File: src/rtl/ctrl_seq_pkg.sv
// Shared encodings for the control sequencer: stage codes,
// opcode class bit offsets (from the IR MSB) and ALU mode width.
package ctrl_seq_pkg;

  localparam logic [2:0] ST_LOAD    = 3'd0;
  localparam logic [2:0] ST_FETCH   = 3'd1;
  localparam logic [2:0] ST_DECODE  = 3'd2;
  localparam logic [2:0] ST_EXECUTE = 3'd3;
  localparam logic [2:0] ST_IRQ     = 3'd4;
  localparam logic [2:0] ST_HALT    = 3'd5;

  typedef enum logic [2:0] {
    S_LOAD    = ST_LOAD,
    S_FETCH   = ST_FETCH,
    S_DECODE  = ST_DECODE,
    S_EXECUTE = ST_EXECUTE,
    S_IRQ     = ST_IRQ,
    S_HALT    = ST_HALT
  } stage_e;

  // Class bit k lives at IR[IR_W-k]
  localparam int OFS_ALU  = 1;
  localparam int OFS_BR   = 2;
  localparam int OFS_MEM  = 3;
  localparam int OFS_JMP  = 4;
  localparam int OFS_MODE = 5;

  localparam int ALU_MODE_W = 4;

endpackage

File: src/rtl/ctrl_decode.sv
// Combinational map from (stage, IR, SR, dmem_rdy) to datapath
// enables. Interrupt strobes exist only with CTRL_SEQ_IRQ_EN.
module ctrl_decode
  import ctrl_seq_pkg::*;
#(
  parameter int IR_W = 12
) (
  input  logic                  i_rst,
  input  stage_e                i_stage,
  input  logic                  i_load_valid,
  input  logic [IR_W-1:0]       i_ir,
  input  logic [3:0]            i_sr,
  input  logic                  i_dmem_rdy,
  output logic                  o_pmem_le,
  output logic                  o_pmem_e,
  output logic                  o_ir_e,
  output logic                  o_dr_e,
  output logic                  o_dmem_e,
  output logic                  o_dmem_we,
  output logic                  o_pc_e,
  output logic                  o_acc_e,
  output logic                  o_sr_e,
  output logic                  o_alu_e,
  output logic                  o_mux1_sel,
  output logic                  o_mux2_sel,
  output logic [ALU_MODE_W-1:0] o_alu_mode,
  output logic                  o_halted,
`ifdef CTRL_SEQ_IRQ_EN
  output logic                  o_irq_ack,
  output logic                  o_irq_vec_sel,
`endif
  output logic                  o_mem_wait,
  output logic                  o_halt_op
);

  logic w_c_alu;
  logic w_c_br;
  logic w_c_mem;
  logic w_c_jmp;
  logic w_mem_cls;
  logic w_unused;

  assign w_c_alu   = i_ir[IR_W-OFS_ALU];
  assign w_c_br    = i_ir[IR_W-OFS_BR];
  assign w_c_mem   = i_ir[IR_W-OFS_MEM];
  assign w_c_jmp   = i_ir[IR_W-OFS_JMP];
  assign w_mem_cls = (i_ir[IR_W-1 -: 3] == 3'b001);
  assign w_unused  = &{1'b0, i_ir[IR_W-OFS_MODE-ALU_MODE_W:1]};

  always_comb begin
    o_pmem_le  = 1'b0;
    o_pmem_e   = 1'b0;
    o_ir_e     = 1'b0;
    o_dr_e     = 1'b0;
    o_dmem_e   = 1'b0;
    o_dmem_we  = 1'b0;
    o_pc_e     = 1'b0;
    o_acc_e    = 1'b0;
    o_sr_e     = 1'b0;
    o_alu_e    = 1'b0;
    o_mux1_sel = 1'b0;
    o_mux2_sel = 1'b0;
    o_alu_mode = '0;
    o_halted   = 1'b0;
`ifdef CTRL_SEQ_IRQ_EN
    o_irq_ack     = 1'b0;
    o_irq_vec_sel = 1'b0;
`endif
    o_mem_wait = 1'b0;
    o_halt_op  = 1'b0;
    if (!i_rst) begin
      unique case (i_stage)
        S_LOAD: begin
          o_pmem_le = i_load_valid;
          o_pmem_e  = i_load_valid;
        end
        S_FETCH: begin
          o_ir_e   = 1'b1;
          o_pmem_e = 1'b1;
        end
        S_DECODE: begin
          if (w_mem_cls) begin
            o_dmem_e   = 1'b1;
            o_dr_e     = i_dmem_rdy;
            o_mem_wait = ~i_dmem_rdy;
          end
        end
        S_EXECUTE: begin
          // Class bits are tested MSB first
          if (w_c_alu) begin
            o_pc_e     = 1'b1;
            o_acc_e    = 1'b1;
            o_sr_e     = 1'b1;
            o_alu_e    = 1'b1;
            o_mux1_sel = 1'b1;
            o_alu_mode = {1'b0, i_ir[IR_W-2 -: 3]};
          end else if (w_c_br) begin
            o_pc_e     = 1'b1;
            o_mux1_sel = i_sr[i_ir[IR_W-3 -: 2]];
          end else if (w_c_mem) begin
            o_sr_e     = 1'b1;
            o_alu_e    = 1'b1;
            o_mux1_sel = 1'b1;
            o_mux2_sel = 1'b1;
            o_dmem_e   = ~w_c_jmp;
            o_dmem_we  = ~w_c_jmp;
            o_alu_mode = i_ir[IR_W-OFS_MODE -: ALU_MODE_W];
          end else if (!w_c_jmp) begin
            o_pc_e     = 1'b1;
            o_mux1_sel = 1'b1;
          end else if (!i_ir[0]) begin
            o_pc_e = 1'b1;
          end else begin
            o_halt_op = 1'b1;
          end
        end
        S_IRQ: begin
`ifdef CTRL_SEQ_IRQ_EN
          o_pc_e        = 1'b1;
          o_irq_ack     = 1'b1;
          o_irq_vec_sel = 1'b1;
`endif
        end
        S_HALT: o_halted = 1'b1;
        default: ;
      endcase
    end
  end

endmodule

File: src/rtl/control_sequencer.sv
// LOAD/FETCH/DECODE/EXECUTE sequencer with program-load counter.
// Define CTRL_SEQ_IRQ_EN to add the irq port and IRQ entry stage.
module control_sequencer
  import ctrl_seq_pkg::*;
#(
  parameter int IR_W       = 12,
  parameter int PMEM_DEPTH = 256,
  parameter int PA_W       = $clog2(PMEM_DEPTH)
) (
  input  logic                  clk,
  input  logic                  rst,
  input  logic                  load_valid,
  input  logic [IR_W-1:0]       IR,
  input  logic [3:0]            SR,
  input  logic                  dmem_rdy,
`ifdef CTRL_SEQ_IRQ_EN
  input  logic                  irq,
  output logic                  irq_ack,
  output logic                  irq_vec_sel,
`endif
  output logic [2:0]            stage,
  output logic [PA_W-1:0]       load_addr,
  output logic                  pmem_le,
  output logic                  pmem_e,
  output logic                  ir_e,
  output logic                  dr_e,
  output logic                  dmem_e,
  output logic                  dmem_we,
  output logic                  pc_e,
  output logic                  acc_e,
  output logic                  sr_e,
  output logic                  alu_e,
  output logic                  mux1_sel,
  output logic                  mux2_sel,
  output logic [ALU_MODE_W-1:0] alu_mode,
  output logic                  halted
);

  localparam logic [PA_W-1:0] LAST = PA_W'(PMEM_DEPTH-1);

  stage_e          r_state;
  stage_e          w_next;
  logic [PA_W-1:0] r_addr;
  logic            w_mem_wait;
  logic            w_halt_op;
  logic            w_irq_take;

`ifdef CTRL_SEQ_IRQ_EN
  logic r_rearm;

  assign w_irq_take = irq & r_rearm;

  // Re-arm needs irq low for a cycle after an entry
  always_ff @(posedge clk) begin
    if (rst) begin
      r_rearm <= 1'b1;
    end else if (!irq) begin
      r_rearm <= 1'b1;
    end else if (r_state == S_IRQ) begin
      r_rearm <= 1'b0;
    end
  end
`else
  assign w_irq_take = 1'b0;
`endif

  always_ff @(posedge clk) begin
    if (rst) begin
      r_state <= S_LOAD;
      r_addr  <= '0;
    end else begin
      r_state <= w_next;
      if (r_state == S_LOAD && load_valid &&
          r_addr != LAST) begin
        r_addr <= r_addr + 1'b1;
      end
    end
  end

  always_comb begin
    w_next = r_state;
    unique case (r_state)
      S_LOAD: begin
        if (load_valid && r_addr == LAST) begin
          w_next = S_FETCH;
        end
      end
      S_FETCH: w_next = S_DECODE;
      S_DECODE: begin
        if (!w_mem_wait) begin
          w_next = S_EXECUTE;
        end
      end
      S_EXECUTE: begin
        if (w_halt_op) begin
          w_next = S_HALT;
        end else if (w_irq_take) begin
          w_next = S_IRQ;
        end else begin
          w_next = S_FETCH;
        end
      end
      S_IRQ: w_next = S_FETCH;
      S_HALT: begin
        if (w_irq_take) begin
          w_next = S_IRQ;
        end
      end
      default: w_next = S_LOAD;
    endcase
  end

  assign stage     = rst ? ST_LOAD : r_state;
  assign load_addr = rst ? '0 : r_addr;

  ctrl_decode #(
    .IR_W (IR_W)
  ) u_decode (
    .i_rst         (rst),
    .i_stage       (r_state),
    .i_load_valid  (load_valid),
    .i_ir          (IR),
    .i_sr          (SR),
    .i_dmem_rdy    (dmem_rdy),
    .o_pmem_le     (pmem_le),
    .o_pmem_e      (pmem_e),
    .o_ir_e        (ir_e),
    .o_dr_e        (dr_e),
    .o_dmem_e      (dmem_e),
    .o_dmem_we     (dmem_we),
    .o_pc_e        (pc_e),
    .o_acc_e       (acc_e),
    .o_sr_e        (sr_e),
    .o_alu_e       (alu_e),
    .o_mux1_sel    (mux1_sel),
    .o_mux2_sel    (mux2_sel),
    .o_alu_mode    (alu_mode),
    .o_halted      (halted),
`ifdef CTRL_SEQ_IRQ_EN
    .o_irq_ack     (irq_ack),
    .o_irq_vec_sel (irq_vec_sel),
`endif
    .o_mem_wait    (w_mem_wait),
    .o_halt_op     (w_halt_op)
  );

endmodule
File: config.mk
export PLATFORM = sky130hd
export DESIGN_NAME = control_sequencer
export DESIGN_NICKNAME = d
export VERILOG_FILES = /design/src/rtl/ctrl_seq_pkg.sv /design/src/rtl/ctrl_decode.sv /design/src/rtl/control_sequencer.sv
export SDC_FILE = /design/constraint.sdc
export NUM_CORES = 1
export LEC_CHECK = 0
export BUFFER_PORTS_ARGS = -buffer_cell sky130_fd_sc_hd__buf_2
export CAP_MARGIN = 20
export CORE_MARGIN = 2
export CORE_UTILIZATION = 35
export CTS_CLUSTER_DIAMETER = 120
export CTS_CLUSTER_SIZE = 30
export DETAILED_ROUTE_END_ITERATION = 16
export PLACE_DENSITY = 0.66
export SLEW_MARGIN = 10
export SYNTH_ARGS = -nofsm -noshare
export SYNTH_HDL_FRONTEND = slang
export SYNTH_SLANG_ARGS = --single-unit
export TNS_END_PERCENT = 50
File: constraint.sdc
create_clock -name clk -period 1.7 [get_ports clk]
set_input_delay 0.17 -clock clk [delete_from_list [all_inputs] [get_ports clk]]
set_output_delay 0.17 -clock clk [all_outputs]
set_load 0.1 [all_outputs]
# Word-level counts from Yosys, hierarchy flattened
# Cells that the tools add are included.
[op_classes]
n_bitwise = 3
reduce_logical = 5
mux = 66
n_addsub = 1
magnitude_cmp = 1
n_eq_ne = 10
[ops]
columns = ["operator", "n"]
rows = [
  ["$mux W1", 52],
  ["$mux W4", 5],
  ["$pmux W3 S6", 1],
  ["$mux W3", 4],
  ["$add A8 B1 Y8 const B", 1],
  ["$eq A8 B8 Y1 const B", 1],
  ["$mux W8", 1],
  ["$ne A8 B8 Y1 const B", 1],
  ["$eq A3 B1 Y1 const B", 2],
  ["$eq A3 B2 Y1 const B", 2],
  ["$eq A3 B3 Y1 const B", 2],
  ["$pmux W1 S2", 2],
  ["$logic_and A1 B1 Y1", 3],
  ["$logic_not A3 Y1", 1],
  ["$lt A2 B3 Y1 const B", 1],
  ["$not A1 Y1", 3],
  ["$reduce_and A3 Y1", 1],
  ["$bmux W1 S2", 1],
  ["$ne A2 B1 Y1 const B", 1],
  ["$ne A2 B2 Y1 const B", 1],
]
[word_totals]
ff_bits = 11
wordCells = 88
output_inout_bits = 28

# Logic depth before layout (Yosys ltp)
[logic_depth]
depth_word = 9
mapped_depth = 6
depth_no_buf = 5

# Cells and area by module
# A second synthesis with hierarchy kept.
[hier_totals]
hier_cells = 114
hier_area_um2 = 868.3
[modules_own_cells]
columns = ["module", "area_per_inst_um2", "instances", "cells_each", "seq_area_each_um2"]
rows = [
  ["control_sequencer", 591.8, 1, 70, 220.2],
  ["ctrl_decode", 276.5, 1, 44, 0.0],
]

# Least setup slack after synthesis
# Ideal clock, no wire load.
[synth_timing]
path_type = "input to output"
from = "input port rst"
to = "output port pmem_e"
stages = 3
setup_slack_ps = -1921
required_ps = 1530
t_arrival_ps = 3451
path_buffers = 2
cell_sequence = "clkbuf_1 clkbuf_1 nor4_1"
[synth_between]
elab_chain_len = 1
[synth_lines]
columns = ["element", "line", "rtl"]
rows = [
  ["start: declaration", "control_sequencer.sv:11", "input logic rst,"],
  ["$mux W1", "ctrl_decode.sv:71", "if (!i_rst) begin"],
  ["end: declaration", "control_sequencer.sv:24", "output logic pmem_e,"],
]
# No other way between the ends.

# Worst setup path in the final report
[layout_timing]
from = "register r_state[2]"
to = "output port dr_e"
[layout_between]
elab_chain_len = 3
[layout_lines]
columns = ["element", "line", "rtl"]
rows = [
  ["start: declaration", "control_sequencer.sv:41", "stage_e r_state;"],
  ["start signal: assignment", "control_sequencer.sv:72", "r_state <= w_next;"],
  ["$eq A3 B2 Y1", "ctrl_decode.sv:72", "unique case (i_stage)"],
  ["$mux W1", "ctrl_decode.sv:72", ""],
  ["$mux W1", "ctrl_decode.sv:71", ""],
  ["end: declaration", "control_sequencer.sv:26", "output logic dr_e,"],
]
# No other way between the ends.

==> impl_metrics.env <==
export IMPL_grt_pass1_vias=981
export IMPL_min_period_ns=1.79
export IMPL_antenna_found_initial=0
export IMPL_final_cell_mix="buf_2 (26), buf_12 (18), nor2_1 (9)"
export IMPL_seq_area_frac_synth_pct=26.9
export IMPL_cts_buffers=3
export IMPL_cts_hold_buf=0
export IMPL_port_buffer_count=44
export IMPL_drtIter0Drc=12
export IMPL_worstPathMaxFanout=5
export IMPL_violations="negative setup slack"
export IMPL_syn_inst=112
export IMPL_worstMarginPinSlew_ns=0.486
export IMPL_fin_crit_sh_pct=106
export IMPL_drt_wirelength_per_cell_microns=13.4
export IMPL_slowest_stage="or3_4"
export IMPL_num_rows=17
export IMPL_dp_cells=184
export IMPL_yosysUniqueCellTypes=38
export IMPL_rsz0062_at_grt="true"
export IMPL_slew_headroom_pct=67.9
export IMPL_final_hold_viol_count=0
export IMPL_clock_path_buffers=2
export IMPL_dieHeight_microns=52.4
export IMPL_ys_warnings_count=0
export IMPL_totalWireLength_mm=2.55
export IMPL_slew_violations=0
export IMPL_max_freq_mhz=557
export IMPL_synth_flop_cell="dfxtp_1"
export IMPL_drt_pass1_iter_count=4
export IMPL_cts_tree="built"
export IMPL_vias_per_cell=5.26
export IMPL_worstPathRequired_ns=1.53
export IMPL_clk_pin_slew_ns=0.07
export IMPL_clock_latency_ns=0.28
export IMPL_crit_chain="nand2b_4 -> or3_4 -> nor3b_4 -> buf_12"
export IMPL_fill_cells=186
export IMPL_fin_skew_ns=0.00226
export IMPL_io_pins=48
export IMPL_core_area_sq_um=2210
export IMPL_p_leak_nw=0.662
export IMPL_die_w_microns=52.4
export IMPL_final_cells=191
export IMPL_start_util_pct=37.0
export IMPL_avgSynthCellArea_sq_um=7.32
export IMPL_cp_data_arrival_time_ns=1.62
export IMPL_multiInputGateArea_sq_um=711
export IMPL_cp_start_kind="flop"
export IMPL_cts_root_buffer="clkbuf_4"
export IMPL_hpwl_mm=2.02
export IMPL_die_area_sq_um=2740
export IMPL_seq_area_sq_um=231
export IMPL_globalplace_congestion=0.752
export IMPL_htreeDepth=1
export IMPL_drv_cap=0
export IMPL_pwr_density_cell_nw_per_um2=380
export IMPL_grt_overflow_total=0
export IMPL_fin_ws_ns=-0.0948
export IMPL_grt_start_max_net_pins=22
export IMPL_critPathKind="reg2out"
export IMPL_layout_commonest_cell="buf_2"
export IMPL_synthesis_area_sq_um=820
export IMPL_irDropWorstVdd_v=0.000485
export IMPL_final_core_util_pct=72.6
export IMPL_antenna_diode_count=0
export IMPL_synth_seq_cells=11
export IMPL_end_kind="output pin"
export IMPL_async_flop_share_pct=0
export IMPL_post_route_drc_count=0
export IMPL_ant_nets=0
export IMPL_hp_class="in2reg"
export IMPL_max_stage_delay_ns=0.42
export IMPL_outcome="finished with violations"
export IMPL_fin_nets=185
export IMPL_syn_nets=133
export IMPL_setup_viol=3
export IMPL_p_total_mw=0.610
export IMPL_routed_via_count=1005
export IMPL_grt_pass1_wl_mm=4.44
export IMPL_areaGrowthSynthToFinish_pct=96.0
export IMPL_cts_sinks=11
export IMPL_layout_drive_gt1_share_pct=51.5
export IMPL_synth_edff_count=0
export IMPL_fin_hold_ws_ns=0.0857
export IMPL_grt_usage_pct=22.0
==> cell families (layout without fill, tap and decap cells) <==
group                      after synthesis  after routing  synth area share, %
AOI/OAI and AO/OA                       21             21                 15.6
muxes                                    2              2                 2.44
buffers and inverters                   13             64                 7.79
DFF                                     11             11                 26.9
and+or+nand+nor                         61             61                 42.6
adders and majority gates                1              1                 1.53
xor gates and xnor gates                 3              3                 3.21
==> layout make-up <==
class / instances / share of cell area (%)
multi-input combinational: 88 / 44.2
clock buffer: 4 / 1.64
timing repair buffer: 55 / 36.4
tap: 28 / 2.18
sequential: 11 / 14.4
inverter: 5 / 1.17
==> final timing paths <==
path	startpoint	to	slack, ns	cells after the start
min reg2reg	r_addr[6]$_SDFFE_PP0P_	r_addr[6]$_SDFFE_PP0P_	0.50	2
max	r_state[2]$_SDFFE_PP0P_	dr_e	-0.09	4
max reg2reg	r_state[2]$_SDFFE_PP0P_	r_addr[6]$_SDFFE_PP0P_	0.09	4
min	rst	r_state[0]$_SDFFE_PP0P_	0.09	2
==> metal layers <==
metal,vias to the layer above,track usage (%),share of wire [%]
li1,499,-,-
met1,469,27.0,41
met2,33,36.0,51
met3,4,6.00,6.4
met4,0,8.97,1.6
met5,-,0,0
==> synthesized netlist by cell type (3+ instances only) <==
| master | n | area, sq um |
|---|---|---|
| clkbuf_1 | 5 | 18.8 |
| nand3_1 | 4 | 20.0 |
| o21ai_0 | 4 | 20.0 |
| nor3_1 | 4 | 20.0 |
| nand2b_1 | 3 | 18.8 |
| or4_1 | 3 | 22.5 |
| inv_1 | 5 | 18.8 |
| nor2_1 | 16 | 60.1 |
| a21oi_1 | 7 | 35.0 |
| dfxtp_1 | 11 | 220 |
| nor2b_1 | 9 | 56.3 |
| nand2_1 | 6 | 22.5 |
==> where the power goes <==
group	leakage, nW	internal [mW]	switching (mW)
Combinational	0.556	0.0586	0.107
Sequential	0.0914	0.258	0.00559
Clock	0.0150	0.0912	0.0898
==> sequential cells by signal, summed over array words and instances (netlist names) <==
signal,flops
r_state,3
r_addr,8
==> through the flow <==
stage | TNS [ns] | worst slack (ns) | area, sq um
floorplan | -4.81 | -0.446 | 1030
global placement | 0 | 0.100 | 1530
detailed placement | 0 | 0.0790 | 1530
CTS | -0.340 | -0.147 | 1590
global route | -0.706 | -0.182 | 1610
finish | -0.204 | -0.0948 | 1610
==> worst max-delay path, delay by kind of cell, from the launching register on <==
kind / cells / cell delay, ns
buffers and inverters: 1 / 0.20
DFF: 1 / 0.34
and+or+nand+nor: 3 / 0.81
==> repair_timing <==
item                       CTS  global route
setup endpoints to repair   12            14
gates resized for setup      5             3
cloned                       0             0
pin swaps                    6             6
setup buffers                3             0
Power figures use the tool's default switching activity.
